### config.mk
export PLATFORM = sky130hd
export DESIGN_NAME = seq_ctrl_flat
export DESIGN_NICKNAME = d
export VERILOG_FILES = /design/src/rtl/seq_mem_if.sv /design/src/rtl/seq_ctrl.sv /design/src/flat_wrapper.sv
export SDC_FILE = /design/constraint.sdc
export NUM_CORES = 1
export LEC_CHECK = 0
export CORE_MARGIN = 2
export CORE_UTILIZATION = 45
export DETAILED_ROUTE_END_ITERATION = 7
export GPL_TIMING_DRIVEN = 0
export PLACE_DENSITY = 0.81
export SLEW_MARGIN = 20
export SYNTH_ARGS = -nofsm -noshare
export SYNTH_HDL_FRONTEND = slang
export SYNTH_SLANG_ARGS = --single-unit
### constraint.sdc
create_clock -name clk_i -period 2.55 [get_ports clk_i]
set_clock_uncertainty 0.05 [all_clocks]
set_input_delay 0.51 -clock clk_i [delete_from_list [all_inputs] [get_ports clk_i]]
set_output_delay 0.51 -clock clk_i [all_outputs]
set_load 0.02 [all_outputs]
### src/rtl/seq_mem_if.sv
// Data-memory handshake between the sequencer and data memory.
// The sequencer raises a request; memory answers with ready and an error flag.
interface seq_mem_if;
    logic mem_req_o;
    logic mem_ready_i;
    logic dmem_error_i;

    modport master (
        output mem_req_o,
        input  mem_ready_i,
        input  dmem_error_i
    );

    modport slave (
        input  mem_req_o,
        output mem_ready_i,
        output dmem_error_i
    );
endinterface

### src/rtl/seq_ctrl.sv
// Multi-cycle sequencer for the SEQ Y86-64 core.
// Owns the PC, steps one-hot stage enables and folds faults into stat.
module seq_ctrl #(
    parameter logic [63:0] RESET_PC = 64'h0,
    parameter int          CNT_W    = 32
) (
    input  logic             clk_i,
    input  logic             rst_i,
    input  logic             start_i,
    input  logic [3:0]       icode_i,
    input  logic             instr_valid_i,
    input  logic             imem_error_i,
    seq_mem_if.master        mem,
    input  logic [63:0]      new_pc_i,
    output logic [63:0]      pc_o,
    output logic             f_en_o,
    output logic             d_en_o,
    output logic             e_en_o,
    output logic             m_en_o,
    output logic             w_en_o,
    output logic             pc_en_o,
    output logic [2:0]       stat_o,
    output logic             running_o,
    output logic [CNT_W-1:0] cycle_cnt_o,
    output logic [CNT_W-1:0] instr_cnt_o
);

    typedef enum logic [2:0] {
        S_IDLE,
        S_FETCH,
        S_DECODE,
        S_EXEC,
        S_MEM,
        S_WB,
        S_PCUPD,
        S_STOP
    } state_t;

    localparam logic [2:0] STAT_AOK = 3'd1;
    localparam logic [2:0] STAT_HLT = 3'd2;
    localparam logic [2:0] STAT_ADR = 3'd3;
    localparam logic [2:0] STAT_INS = 3'd4;

    state_t          state_q;
    state_t          state_d;
    logic [3:0]      icode_q;
    logic [63:0]     pc_q;
    logic [2:0]      stat_q;
    logic [2:0]      stat_d;
    logic [CNT_W-1:0] cycle_q;
    logic [CNT_W-1:0] instr_q;
    logic            is_mem;

    // Memory-class instructions: rmmovq, mrmovq, call, ret, pushq, popq.
    always_comb begin
        is_mem = 1'b0;
        unique case (icode_q)
            4'h4, 4'h5, 4'h8, 4'h9, 4'hA, 4'hB: is_mem = 1'b1;
            default:                            is_mem = 1'b0;
        endcase
    end

    // Next-state and stop-status selection.
    always_comb begin
        state_d = state_q;
        stat_d  = stat_q;
        unique case (state_q)
            S_IDLE: begin
                if (start_i) state_d = S_FETCH;
            end
            S_FETCH: begin
                if (imem_error_i) begin
                    stat_d  = STAT_ADR;
                    state_d = S_STOP;
                end else if (!instr_valid_i) begin
                    stat_d  = STAT_INS;
                    state_d = S_STOP;
                end else if (icode_i == 4'h0) begin
                    stat_d  = STAT_HLT;
                    state_d = S_STOP;
                end else begin
                    state_d = S_DECODE;
                end
            end
            S_DECODE: state_d = S_EXEC;
            S_EXEC:   state_d = S_MEM;
            S_MEM: begin
                if (!is_mem) begin
                    state_d = S_WB;
                end else if (mem.mem_ready_i) begin
                    if (mem.dmem_error_i) begin
                        stat_d  = STAT_ADR;
                        state_d = S_STOP;
                    end else begin
                        state_d = S_WB;
                    end
                end
            end
            S_WB:    state_d = S_PCUPD;
            S_PCUPD: state_d = S_FETCH;
            S_STOP:  state_d = S_STOP;
            default: state_d = S_IDLE;
        endcase
    end

    // Architectural state: sequencer state, PC, latched icode, status, counters.
    always_ff @(posedge clk_i) begin
        if (rst_i) begin
            state_q <= S_IDLE;
            pc_q    <= RESET_PC;
            icode_q <= 4'h0;
            stat_q  <= STAT_AOK;
            cycle_q <= '0;
            instr_q <= '0;
        end else begin
            state_q <= state_d;
            stat_q  <= stat_d;
            if (state_q == S_FETCH) icode_q <= icode_i;
            if (state_q == S_PCUPD) begin
                pc_q    <= new_pc_i;
                instr_q <= instr_q + CNT_W'(1);
            end
            if (running_o) cycle_q <= cycle_q + CNT_W'(1);
        end
    end

    assign running_o     = (state_q != S_IDLE) && (state_q != S_STOP);
    assign f_en_o        = (state_q == S_FETCH);
    assign d_en_o        = (state_q == S_DECODE);
    assign e_en_o        = (state_q == S_EXEC);
    assign m_en_o        = (state_q == S_MEM);
    assign w_en_o        = (state_q == S_WB);
    assign pc_en_o       = (state_q == S_PCUPD);
    assign mem.mem_req_o = (state_q == S_MEM) && is_mem;
    assign pc_o          = pc_q;
    assign stat_o        = stat_q;
    assign cycle_cnt_o   = cycle_q;
    assign instr_cnt_o   = instr_q;

endmodule

### src/flat_wrapper.sv
// flat-port wrapper written by rule: the top's interface ports become plain ports
module seq_ctrl_flat 
#(
    parameter logic [63:0] RESET_PC = 64'h0,
    parameter int          CNT_W    = 32
)
  (clk_i, rst_i, start_i, icode_i, instr_valid_i, imem_error_i, new_pc_i, pc_o, f_en_o, d_en_o, e_en_o, m_en_o, w_en_o, pc_en_o, stat_o, running_o, cycle_cnt_o, instr_cnt_o, mem_mem_req_o, mem_mem_ready_i, mem_dmem_error_i);
  seq_mem_if mem_i ();
  input  logic clk_i;
  input  logic rst_i;
  input  logic start_i;
  input  logic [3:0] icode_i;
  input  logic instr_valid_i;
  input  logic imem_error_i;
  input  logic [63:0] new_pc_i;
  output logic [63:0] pc_o;
  output logic f_en_o;
  output logic d_en_o;
  output logic e_en_o;
  output logic m_en_o;
  output logic w_en_o;
  output logic pc_en_o;
  output logic [2:0] stat_o;
  output logic running_o;
  output logic [CNT_W-1:0] cycle_cnt_o;
  output logic [CNT_W-1:0] instr_cnt_o;
  output wire logic [$bits(mem_i.mem_req_o)-1:0] mem_mem_req_o;
  input wire logic [$bits(mem_i.mem_ready_i)-1:0] mem_mem_ready_i;
  input wire logic [$bits(mem_i.dmem_error_i)-1:0] mem_dmem_error_i;
  assign mem_mem_req_o = mem_i.mem_req_o;
  assign mem_i.mem_ready_i = mem_mem_ready_i;
  assign mem_i.dmem_error_i = mem_dmem_error_i;
  seq_ctrl #(.RESET_PC(RESET_PC), .CNT_W(CNT_W)) u_core (.clk_i(clk_i), .rst_i(rst_i), .start_i(start_i), .icode_i(icode_i), .instr_valid_i(instr_valid_i), .imem_error_i(imem_error_i), .mem(mem_i), .new_pc_i(new_pc_i), .pc_o(pc_o), .f_en_o(f_en_o), .d_en_o(d_en_o), .e_en_o(e_en_o), .m_en_o(m_en_o), .w_en_o(w_en_o), .pc_en_o(pc_en_o), .stat_o(stat_o), .running_o(running_o), .cycle_cnt_o(cycle_cnt_o), .instr_cnt_o(instr_cnt_o));
endmodule
Yosys cells after proc, flatten, opt, wreduce, memory -nomap -nowiden
Cells that the tools add are included.

cells by class
  $add $sub $neg = 2
  equal/unequal tests = 20
  multiplexer cells = 16
  reductions and logical operators = 9

operators with widths
  operator                                                count
  adder 32 x 1 -> 32 bit (second input constant)          2
  2-to-1 mux 3 bit                                        12
  one-hot mux 3 bit (8 select lines)                      1
  equality test 4 bit (second input constant)             4
  equality test 3 bit (second input constant)             4
  equality test 4 x 3 -> 1 bit (second input constant)    2
  equality test 3 x 2 -> 1 bit (second input constant)    2
  inequality test 2 x 1 -> 1 bit (second input constant)  3
  inequality test 3 bit (second input constant)           2
  one-hot mux 3 bit (2 select lines)                      1
  OR reduction 6 bit                                      1
  AND reduction 5 bit                                     1
  zero test 4 bit                                         1
  inequality test 4 x 3 -> 1 bit (second input constant)  1
  equality test 3 x 1 -> 1 bit (second input constant)    1
  zero test 3 bit                                         1
  nonzero test 3 bit                                      1
  logical AND 1 bit                                       2
  2-to-1 mux 2 bit                                        1
  inequality test 2 bit (second input constant)           1
  AND reduction 2 bit                                     1
  nonzero test 2 bit                                      1
  2-to-1 mux 1 bit                                        1

word-level totals
  register bits = 138
  input port bits = 75
  logic and storage cells = 53

Longest topological paths before layout
  depth after elaboration = 5
  gate-level depth with buffers = 8

Worst setup path before layout
OpenSTA, ideal clock, no wires.

  kind = register -> register
  start point = register u_core.cycle_q[5], in the netlist u_core.cycle_cnt_o[5]
  end point = register u_core.cycle_q[28], in the netlist u_core.cycle_cnt_o[28]
  arrival = 1.778 ns
  required time = 2.379 ns
  path slack = 0.601 ns
  stages on the path, launching flop included = 6
  path buffers = 1
  path through = dfxtp_1 and4_1 nand4_1 clkbuf_1 nor4_1 mux2_2

between the ends
  cells in the longest elaborated chain, start to end = 1

RTL lines
  element                 line             RTL
  start, declared         seq_ctrl.sv:50   logic [CNT_W-1:0] cycle_q;
  start signal, assigned  seq_ctrl.sv:123  if (running_o) cycle_q <= cycle_q + CNT_W'(1);
  adder 32 x 1 -> 32 bit  seq_ctrl.sv:123

No other way between the ends.
A chain may end at the register's enable or synchronous reset.

Final worst setup path
  start point = register u_core.state_q[1]
  end point = output w_en_o

between the ends
  cells in the longest elaborated chain, start to end = 1

RTL lines
  element                 line                RTL
  start, declared         seq_ctrl.sv:44      state_t state_q;
  start signal, assigned  seq_ctrl.sv:116     state_q <= state_d;
  equality test 3 bit     seq_ctrl.sv:132     assign w_en_o = (state_q == S_WB);
  end, declared           flat_wrapper.sv:21  output logic w_en_o;

No other way between the ends.

==> results.toml <==
[logic_synthesis]
avgSynthCellArea_um2 = 8.31
yosysWarnings = 0
synthCells = 705
synth_area_um2 = 5860
synth_cell_type_count = 47
ys_ff_latch = 137
async_flop_share_pct = 0
syn-num-nets = 782
yosys_most_used_dff = "dfxtp_1"
ys_seq_area_share_pct = 46.8
synth_enable_flop_cells = 0

[sta]
min_period_over_period_pct = 93.8
period_needed_ps = 2390
layout_setup_ws_ps = 158
rsz0062_at_grt = "false"
max_freq_mhz = 418
report.final.slew_viol_count = 0
hold_slack_ps = 401
tightest_slew_ps = 589
slew_headroom_pct = 60.7
setup_viol = 0
hold_viol_final = 0

[clock_network]
clk_pin_slew_ps = 60
cts_tree = "yes"
cts_buffers = 17
numClockSinks = 137
cts_buffer_depth = 2
postCtsHoldBufs = 0
worstSkewPairLatency_ps = 410
htree_levels = 4
cts_root_buffer = "clkbuf_16"

[global_routing]
grt_max_degree = 17
grt_pass1_wl_um = 27900
grt-ovfl-total = 0
grtUsageTotal_pct = 24.7
antenna_found_initial = 0
grt_pass1_vias = 5641

[finish]
final_cell_mix = "clkdlybuf4s50_1 (207), nand2_1 (153), dfxtp_1 (137)"
final_common_cell = "clkdlybuf4s50_1"
diodes = 0
stdcell_area_um2 = 8810
final_util_pct = 69.5
syn_to_final_growth_pct = 50.3
layout-drive-gt1-share_pct = 7.05
fin_nets = 1014

[routing]
drc = 0
wire_per_inst_um = 15.4
vias_per_cell = 5.27
drt-initial-drc-count = 451
drt_pass1_iterations = 5
final_antenna_net_count = 0
num_vias = 5908
wl_um = 17300

[outcome]
outcome = "completed"

[critical_path]
cp-end-kind = "primary output"
worst_setup_path_start_kind = "flip-flop"
critPathKind = "reg -> out"
crit_fanout = 10
crit_arrival_ps = 1830
crit_required_ps = 1990

[place]
dp_slack_ps = -348
port_buffers = 213
place_area_um2 = 8210
post-dp-hpwl_um = 12400
finalWeightedCongestion = 0.799

[die]
die-width_um = 118
ioPinCount = 214
dieArea_um2 = 14000
start_util_pct = 46.3
core_um2 = 12700
die_h_um = 118
rows = 41

[min_path]
hold_class = "reg -> reg"

[power]
p_leak_nw = 3.01
peakVddDrop_mv = 0.543
p_per_area_nw_per_um2 = 576

[job]
maxCapViolCount = 0
[synth_stat cells, types with 2 or more instances]
library cell,count,area [µm²]
a2111oi_0,2,17.5
a211oi_1,6,45.0
a21o_1,2,15.0
a21oi_1,102,510
and2_1,4,25.0
and3_1,5,31.3
and4_1,8,70.1
buf_1,7,26.3
buf_2,7,35.0
buf_4,2,15.0
buf_6,2,22.5
clkbuf_1,26,97.6
dfxtp_1,137,2740
ha_1,2,25.0
inv_1,11,41.3
mux2_2,12,135
mux2i_1,5,50.1
nand2_1,153,574
nand2b_1,2,12.5
nand3_1,22,110
nand4_1,14,87.6
nand4_2,2,25.0
nand4_4,2,42.5
nor2_1,41,154
nor2b_1,14,87.6
nor3_1,5,25.0
nor3b_1,2,15.0
nor3b_4,2,37.5
nor4_1,9,56.3
o21ai_0,13,65.1
o31ai_1,21,158
or3_1,11,68.8
or4_1,23,173
xnor2_1,10,87.6
xor2_1,7,61.3
[timing repair]
action                                  CTS  global route
resized for setup                         3             6
endpoints found under the setup margin    3            69
buffers inserted                          1             0
[critical path, stage by stage (launching register included)]
cell,delay (ps)
dfxtp_1,360
buf_6,170
nand2b_1,160
nor2_1,90
clkdlybuf4s50_1,650
[routing by layer]
metal  vias to the layer above  track usage (%)  part of all wire (%)
li1                       2944                -                     -
met1                      2733             28.6                    41
met2                       204             41.5                    49
met3                        27             8.72                   8.2
met4                         0             10.1                   2.2
met5                         -                0                     0
[path summary, 6_finish.rpt]
kind	from	to	slack, ps	cells past startpoint
setup / recovery	u_core.state_q[1]	w_en_o	160	4
hold / removal	u_core.pc_o[4]	u_core.pc_o[4]	400	2
setup reg to reg	u_core.cycle_cnt_o[5]	u_core.cycle_cnt_o[28]	340	5
hold reg to reg	u_core.pc_o[4]	u_core.pc_o[4]	400	2
[stage by stage]
step	power (mW)	instances	setup TNS, ps
6_report	5.08	1122	0
5_1_grt	5.25	1122	0
3_5_place_dp	2.71	1090	-20310
4_1_cts	5.12	1122	0
2_1_floorplan	2.47	705	0
3_3_place_gp	2.70	1090	-17530
[final cells by class]
type	instances	area, µm²
fill	1032	3860
multi-input combinational	512	2880
sequential	137	2740
timing repair buffer	214	2150
clock buffer	24	492
tap	172	215
buffer	43	194
clock inverter	8	92.6
inverter	12	47.5
[power breakdown]
part           internal [mW]  leakage (nW)  switching [mW]
Clock                   1.53         0.290           0.879
Combinational          0.237          1.62           0.224
Sequential              2.18          1.10          0.0271
Total                   3.95          3.01            1.13
[flip-flops by register name, summed over array words and instances, names as in the netlist]
signal              flops
u_core.pc_o            64
u_core.cycle_cnt_o     32
u_core.instr_cnt_o     32
u_core.icode_q          3
u_core.stat_o           3
u_core.state_q          3
[logic make-up (layout without fill, tap and decap cells)]
| kind of cell | Yosys count | in the layout | share of synthesized area [%] |
|---|---|---|---|
| multiplexers | 17 | 17 | 3.16 |
| XOR/XNOR | 17 | 17 | 2.54 |
| AO/OA/AOI/OAI | 154 | 154 | 15.2 |
| adder cells (fa/ha/maj) | 2 | 2 | 0.427 |
| flip-flops | 137 | 137 | 46.8 |
| buffers and inverters | 56 | 301 | 4.12 |
| AND/OR/NAND/NOR | 322 | 322 | 27.7 |
(Power assumes the default switching activity.)
